===== src/rtl/pong_pkg.sv =====
// rtl/pong_pkg.sv - shared state encoding and default score constants
package pong_pkg;

    typedef enum logic [1:0] {
        IDLE = 2'd0,
        PLAY = 2'd1,
        HOLD = 2'd2,
        OVER = 2'd3
    } state_t;

    localparam int DEFAULT_SCORE_W   = 4;
    localparam int DEFAULT_WIN_SCORE = 11;

endpackage


===== src/rtl/pause_timer.sv =====
// rtl/pause_timer.sv - post-point pause countdown
//   clk   : clock, rising edge
//   rst   : synchronous active-high reset, clears the count
//   load  : reload the count with HOLD_CYCLES
//   count : decrement while nonzero
//   done  : last pause cycle (count == 1)
module pause_timer #(
    parameter int HOLD_CYCLES = 4,
    parameter int W           = $clog2(HOLD_CYCLES + 1)
) (
    input  logic clk,
    input  logic rst,
    input  logic load,
    input  logic count,
    output logic done
);

    logic [W-1:0] cnt_q;

    always_ff @(posedge clk) begin
        if (rst) begin
            cnt_q <= '0;
        end else if (load) begin
            cnt_q <= W'(HOLD_CYCLES);
        end else if (count && (cnt_q != '0)) begin
            cnt_q <= cnt_q - W'(1);
        end
    end

    // Loaded with HOLD_CYCLES on the point edge, so hitting 1 marks the
    // final pause cycle and the FSM leaves HOLD on the following edge.
    assign done = (cnt_q == W'(1));

endmodule


===== src/rtl/match_scorer.sv =====
// rtl/match_scorer.sv - multi-player match score keeper with post-point pause
//   clk, rst  : clock and synchronous active-high reset
//   start     : begins a match from IDLE or OVER
//   point     : one bit per player, lowest set index wins the cycle
//   scores    : packed scores, player i at [i*SCORE_W +: SCORE_W]
//   point_ack : one-cycle pulse when a point is registered
//   serve_to  : last player to score
//   in_play   : high in PLAY
//   game_over : high in OVER
//   winner    : match winner, valid while game_over
module match_scorer
    import pong_pkg::*;
#(
    parameter int N_PLAYERS   = 2,
    parameter int SCORE_W     = DEFAULT_SCORE_W,
    parameter int WIN_SCORE   = DEFAULT_WIN_SCORE,
    parameter int HOLD_CYCLES = 4
) (
    input  logic                           clk,
    input  logic                           rst,
    input  logic                           start,
    input  logic [N_PLAYERS-1:0]           point,
    output logic [N_PLAYERS*SCORE_W-1:0]   scores,
    output logic                           point_ack,
    output logic [$clog2(N_PLAYERS)-1:0]   serve_to,
    output logic                           in_play,
    output logic                           game_over,
    output logic [$clog2(N_PLAYERS)-1:0]   winner
);

    localparam int IDX_W   = $clog2(N_PLAYERS);
    localparam int TIMER_W = $clog2(HOLD_CYCLES + 1);
    localparam logic [SCORE_W-1:0] WIN_VAL = SCORE_W'(WIN_SCORE);

    state_t                         state_q, state_d;
    logic [N_PLAYERS*SCORE_W-1:0]   scores_q, scores_d;
    logic                           ack_q, ack_d;
    logic [IDX_W-1:0]               serve_q, serve_d;
    logic [IDX_W-1:0]               winner_q, winner_d;
    logic                           timer_load, timer_count, timer_done;

    // Scanning downward leaves the lowest set index as the final assignment.
    function automatic logic [IDX_W-1:0] lowest_set(input logic [N_PLAYERS-1:0] v);
        logic [IDX_W-1:0] r;
        r = '0;
        for (int i = N_PLAYERS - 1; i >= 0; i--) begin
            if (v[i]) r = IDX_W'(i);
        end
        return r;
    endfunction

    pause_timer #(
        .HOLD_CYCLES (HOLD_CYCLES),
        .W           (TIMER_W)
    ) u_pause_timer (
        .clk   (clk),
        .rst   (rst),
        .load  (timer_load),
        .count (timer_count),
        .done  (timer_done)
    );

    always_comb begin
        logic [IDX_W-1:0]   idx;
        logic [SCORE_W-1:0] cur;
        logic [SCORE_W-1:0] inc;
        int                 base;

        state_d     = state_q;
        scores_d    = scores_q;
        ack_d       = 1'b0;
        serve_d     = serve_q;
        winner_d    = winner_q;
        timer_load  = 1'b0;
        timer_count = 1'b0;
        idx         = lowest_set(point);
        base        = int'(idx) * SCORE_W;
        cur         = scores_q[base +: SCORE_W];
        inc         = cur + SCORE_W'(1);

        case (state_q)
            IDLE: begin
                if (start) begin
                    state_d  = PLAY;
                    scores_d = '0;
                end
            end
            PLAY: begin
                // A score already at WIN_VAL cannot be seen here, since
                // reaching it moves to OVER; the guard keeps it from wrapping.
                if ((|point) && (cur != WIN_VAL)) begin
                    scores_d[base +: SCORE_W] = inc;
                    ack_d   = 1'b1;
                    serve_d = idx;
                    if (inc == WIN_VAL) begin
                        state_d  = OVER;
                        winner_d = idx;
                    end else begin
                        state_d    = HOLD;
                        timer_load = 1'b1;
                    end
                end
            end
            HOLD: begin
                timer_count = 1'b1;
                if (timer_done) begin
                    state_d = PLAY;
                end
            end
            OVER: begin
                if (start) begin
                    state_d  = PLAY;
                    scores_d = '0;
                    winner_d = '0;
                end
            end
            default: state_d = IDLE;
        endcase
    end

    always_ff @(posedge clk) begin
        if (rst) begin
            state_q  <= IDLE;
            scores_q <= '0;
            ack_q    <= 1'b0;
            serve_q  <= '0;
            winner_q <= '0;
        end else begin
            state_q  <= state_d;
            scores_q <= scores_d;
            ack_q    <= ack_d;
            serve_q  <= serve_d;
            winner_q <= winner_d;
        end
    end

    assign scores    = scores_q;
    assign point_ack = ack_q;
    assign serve_to  = serve_q;
    assign winner    = winner_q;
    assign in_play   = (state_q == PLAY);
    assign game_over = (state_q == OVER);

endmodule


===== config.mk =====
export PLATFORM = sky130hd
export DESIGN_NAME = match_scorer
export DESIGN_NICKNAME = d
export VERILOG_FILES = /design/src/rtl/pong_pkg.sv /design/src/rtl/pause_timer.sv /design/src/rtl/match_scorer.sv
export SDC_FILE = /design/constraint.sdc
export NUM_CORES = 1
export LEC_CHECK = 0
export BUFFER_PORTS_ARGS = -buffer_cell sky130_fd_sc_hd__buf_2
export CORE_AREA = 2 2 49 51
export CTS_CLUSTER_SIZE = 30
export DETAILED_ROUTE_END_ITERATION = 10
export DIE_AREA = 0 0 51 53
export GPL_TIMING_DRIVEN = 0
export PLACE_DENSITY = 0.7
export SLEW_MARGIN = 40
export SYNTH_ARGS = -nofsm -noshare
export SYNTH_HDL_FRONTEND = slang
export SYNTH_HIERARCHICAL = 1
export SYNTH_SLANG_ARGS = --single-unit

===== constraint.sdc =====
create_clock -name clk -period 4.8 [get_ports clk]
set_input_delay 0.96 -clock clk [delete_from_list [all_inputs] [get_ports clk]]
set_output_delay 0.96 -clock clk [all_outputs]
set_load 0.01 [all_outputs]

======== After elaboration in Yosys (flattened, before gate mapping) ========
Index checks and enable logic that the tools add are counted.
cells by class
  shift-type cells ........................ 3
  $add $sub $neg .......................... 3
  $mul .................................... 0
  divide/modulo/power cells ............... 0
  equal/unequal tests ..................... 11
  order comparisons ....................... 0
  muxes and demuxes ....................... 22
  reductions and logical operators ........ 15
  bitwise gates (word level) .............. 1
operators by type and width
  operator                  number
  $neg A3 Y33               1
  $shift A4 B33 Y8 const A  1
  $shiftx A4 B33 Y8         1
  $mux W8                   2
  $pmux W8 S2               1
  $mux W1                   11
  $bwmux W8                 1
  $reduce_or A2 Y1          4
  $shiftx A8 B4 Y4          1
  $mux W2                   3
  $mux W3                   2
  $ne A2 B1 Y1 const B      3
  $pmux W2 S3               1
  $reduce_and A3 Y1         2
  $reduce_bool A2 Y1        3
  $add A4 B1 Y4 const B     1
  $eq A2 B2 Y1 const B      2
  $eq A4 B4 Y1 const B      1
  $ne A2 B2 Y1 const B      2
  $ne A4 B4 Y1 const B      1
  $reduce_and A4 Y1         1
  $eq A3 B1 Y1 const B      1
  $reduce_bool A3 Y1        1
  $sub A3 B1 Y3 const B     1
  6 further kinds           7
word-level totals
  ROM bits ................................ 0
  memories kept ........................... 0
  bits of input ports ..................... 5
  word-level logic and storage cells ...... 62
  bits in latches ......................... 0
  bits in writable memories ............... 0
  bits in registers ....................... 16

======== Logic depth before layout (Yosys ltp) ========
  depth after elaboration ................. 9
  mapped depth ............................ 10

======== Cells and area by module ========
Netlist, hierarchy kept.
modules (own cells, without submodules)
  module        area an instance (um^2)  times used  sequential area each (um^2)  cells each
  match_scorer  840.8                    1           260.2                        93
  pause_timer   198.9                    1           60.1                         20

======== Least setup slack after synthesis ========
OpenSTA, ideal clock, no wires.
  path type ............................... input -> register
  start point ............................. input point[0]
  end point ............................... register u_pause_timer.cnt_q[0]
  stages on the path ...................... 10
  buffers on the path ..................... 3
  slack ................................... 1932 ps
  data arrival time ....................... 2752 ps
  path through ............................ nand2b_4 -> buf_6 -> mux2_1 -> ha_1 -> clkbuf_2 -> a31o_1 -> buf_6 -> a21oi_1 -> nor3_1 -> a31o_1
between the ends
  longest elaborated chain between the ends .. 8
RTL lines
  element                              RTL line            source
  start: declaration                   match_scorer.sv:22  input logic [N_PLAYERS-1:0] point,
  $mux W1                              match_scorer.sv:47  if (v[i]) r = IDX_W'(i);
  $shiftx A8 B4 Y4                     match_scorer.sv:78  cur = scores_q[base +: SCORE_W];
  $add A4 B1 Y4                        match_scorer.sv:79  inc = cur + SCORE_W'(1);
  $eq A4 B4 Y1                         match_scorer.sv:95  if (inc == WIN_VAL) begin
  $mux W1                              match_scorer.sv:95
  $mux W1 *                            match_scorer.sv:91  if ((|point) && (cur != WIN_VAL)) begin
  $mux W1 *                            match_scorer.sv:81  case (state_q)
  named net timer_load                 match_scorer.sv:40  logic timer_load, timer_count, timer_done;
  $reduce_or A2 Y1 (no source line) *  -
  end signal: assignment               pause_timer.sv:24   cnt_q <= W'(HOLD_CYCLES);
  end signal: assignment               pause_timer.sv:26   cnt_q <= cnt_q - W'(1);
  end: declaration                     pause_timer.sv:18   logic [W-1:0] cnt_q;
The timed path passes the listed nets; every way through them passes the cells marked *.
A chain may end at the register's enable or synchronous reset.

======== Final worst setup path ========
Ends and elaborated chain as after synthesis.

==> flow_metrics.env <==
export IMPL_die_h_um=53
export IMPL_grt_usage_pct=19.2
export IMPL_slew_headroom_pct=70.9
export IMPL_cts_tree="built"
export IMPL_final_cells=162
export IMPL_switching_share_pct=35.7
export IMPL_clockRootBuffer="clkbuf_4"
export IMPL_crit_slowest_cell="mux2_1"
export IMPL_grt_pass1_vias=855
export IMPL_via_per_inst=5.57
export IMPL_clock_sinks=16
export IMPL_ys_warn_count=6
export IMPL_rsz0062_at_grt="false"
export IMPL_synth_edff_count=0
export IMPL_dr_pass1_iters=4
export IMPL_fin_setup_tns_ns=0
export IMPL_synth_compound_area_share_pct=17.6
export IMPL_crit_type="in2reg"
export IMPL_ant_nets=0
export IMPL_worst_slew_pin_transition_ns=0.436
export IMPL_clock_latency_ns=0.29
export IMPL_syn_mean_instance_area_um2=9.20
export IMPL_fmax_mhz=341
export IMPL_cap_viol_max_count=0
export IMPL_die_area_um2=2700
export IMPL_hold_ws_ns=0.507
export IMPL_p_clk_share_pct=24.3
export IMPL_cts_buffer_depth=2
export IMPL_reg2reg_to="u_pause_timer/cnt_q[0]"
export IMPL_async_flop_share_pct=0
export IMPL_hold_path_depth=2
export IMPL_grt_pass1_wl_um=3920
export IMPL_fin_nets=148
export IMPL_ctsResizeCount=0
export IMPL_synthSimpleGateAreaFrac_pct=23.6
export IMPL_seq_power_share_pct=40.8
export IMPL_dp_hpwl_um=1630
export IMPL_synth_most_common_cell="nor2_1"
export IMPL_synthAdderAreaFrac_pct=9.63
export IMPL_num_vias=902
export IMPL_worst_slack_ns=1.87
export IMPL_crit_required_ns=4.99
export IMPL_drive_above_1_share_pct=30.6
export IMPL_core_um2=2150
export IMPL_path_max_fanout=10
export IMPL_rows=17
export IMPL_slowest_delay_ns=0.35
export IMPL_drt_iter0_markers=17
export IMPL_grt_max_degree=11
export IMPL_maxSlewViolCount=0
export IMPL_netlist_top_cells_count="nor2_1 (17), dfxtp_1 (16), ha_1 (8), inv_1 (8), a21oi_1 (5)"
export IMPL_peakVddDrop_v=0.000176
export IMPL_syn_nets=126
export IMPL_leakage_nw=0.523
export IMPL_area_growth_pct=15.0
export IMPL_power_density_nw_per_um2=308
export IMPL_reg2reg_depth=9
export IMPL_switchingPower_uw=131
export IMPL_muxShareOfSynthArea_pct=10.1
export IMPL_synth_area_leaders="dfxtp_1 (31%), ha_1 (9.6%), nor2_1 (6.1%), inv_1 (2.9%), nand2b_4 (2.6%)"
export IMPL_synth_cell_types=42
export IMPL_synth_seq_cells=16
export IMPL_timing_rr_start="scores[4]"
export IMPL_overflow=0
export IMPL_p_int_uw=237
export IMPL_netlist_instances=113
export IMPL_rrSetupSlack_ns=2.71
export IMPL_antenna_found_initial=0
export IMPL_yosys_area_top_type="dfxtp_1"
export IMPL_critPathLaunchType="primary input"
export IMPL_ioPinCount=18
export IMPL_synthXorXnorAreaFrac_pct=2.41
export IMPL_period_minus_slack_ns=2.93
export IMPL_antenna_cells=0
export IMPL_fin_worst_skew_ns=0.00669
export IMPL_synth_top_family_by_area="simple AND/OR/NAND/NOR gates"
export IMPL_syn_area_um2=1040
export IMPL_dp_cells=158
export IMPL_min_from="serve_to"
export IMPL_die_w_um=51
export IMPL_holdPathEnd="serve_to"
export IMPL_ys_seq_area_share_pct=30.8
export IMPL_place_gp_congestion=0.849
export IMPL_cts_setup_buffers=0
export IMPL_clkTransAtPathRegs_ns=0.10
export IMPL_combPwrFrac_pct=35.0
export IMPL_setup_viol=0
export IMPL_hp_class="reg2reg"
export IMPL_cts_htree_levels=1
export IMPL_final_core_util_pct=55.7
export IMPL_synthFlopType="dfxtp_1"
export IMPL_synth_top_area_share_pct=30.8
export IMPL_hold_buffers=0
export IMPL_routed_wl_um=2130
export IMPL_dpl_worst_slack_ns=1.56
export IMPL_port_buffers=17
export IMPL_post_route_period_util_pct=61.1
export IMPL_final_hold_violation_count=0
export IMPL_status="finished clean"
export IMPL_cp_arrival_ns=3.13
export IMPL_cp_end_kind="flop"
export IMPL_cts_made_buffers=3
export IMPL_crit_chain="buf_2 -> nand2b_4 -> buf_6 -> mux2_1 -> ha_1 -> clkbuf_2 -> xnor2_1 -> nor2b_2 -> a21oi_1 -> nor3_1 -> a31o_1"
export IMPL_drcViolationCount=0
export IMPL_wl_per_cell_um=13.1
export IMPL_start_util_pct=48.4
==> per-stage QoR <==
stage          area, um^2  total power, mW
2_1_floorplan        1040            0.250
3_3_place_gp         1160            0.278
3_5_place_dp         1160            0.281
4_1_cts              1200            0.372
5_1_grt              1200            0.396
6_report             1200            0.369
==> logic make-up after synthesis <==
family / after synthesis
compound gates: 25
flops: 16
fa+ha+maj: 8
simple gates: 42
xor+xnor: 2
mux: 8
buf+inv: 12
==> layout make-up <==
type                    count  area, um^2
fillers                   211         952
multi-input cells          85         658
flip-flops and latches     16         320
repair buffers             17        85.1
clock buffers               4        36.3
well taps                  28        35.0
plain buffers               4        31.3
inverters                   8        30.0
==> worst max-delay path by stage <==
stage / start / to / slack (ns)
CTS: point[0] / u_pause_timer/cnt_q[0] / 1.87
floorplan: point[0] / u_pause_timer/cnt_q[0] / 1.93
global placement: point[0] / u_pause_timer/cnt_q[0] / 1.59
global route: point[0] / u_pause_timer/cnt_q[0] / 1.70
finish: point[0] / u_pause_timer/cnt_q[0] / 1.87
detailed placement: point[0] / u_pause_timer/cnt_q[0] / 1.56
==> critical path, delay by kind of cell <==
kind / cells / cell delay (ns)
AOI/OAI and AO/OA: 2 / 0.56
xor gates and xnor gates: 1 / 0.24
adders and majority gates: 1 / 0.19
buffers and inverters: 3 / 0.45
muxes: 1 / 0.35
and+or+nand+nor: 3 / 0.37
==> layout by cell type (no fill, tap or decap), types with 2 or more instances in the layout <==
master    count
ha_1          8
nand3_1       4
nor3_1        3
a21oi_1       5
buf_2        17
nor3_2        2
nor2_1       17
clkbuf_4      3
nand2b_4      2
a22o_1        3
a22oi_1       3
dfxtp_1      16
inv_1         8
nand2_1       4
mux2i_1       2
buf_6         2
nor4_1        2
mux2_1        2
o21ai_0       3
a31o_1        2
a21oi_2       2
==> metal layers <==
layer  share of wire [%]  track usage [%]
met5                   0                0
met3                 4.6             3.39
met2                  46             31.2
met1                  48             25.3
met4                0.99             6.76
==> registers in the layout, indices dropped and copies added (netlist names) <==
register and flops:
state_q 2, serve_to 1, point_ack 1, winner 1, scores 8, u_pause_timer/cnt_q 3
==> power groups by stage <==
stage / Sequential (mW) / Combinational, mW / Clock (mW)
global route: 0.152 / 0.144 / 0.100
finish: 0.150 / 0.129 / 0.0894
detailed placement: 0.153 / 0.128 / 0
CTS: 0.150 / 0.128 / 0.0931
global placement: 0.153 / 0.125 / 0
floorplan: 0.153 / 0.0968 / 0
No activity file was read; power rests on OpenSTA's default activity.
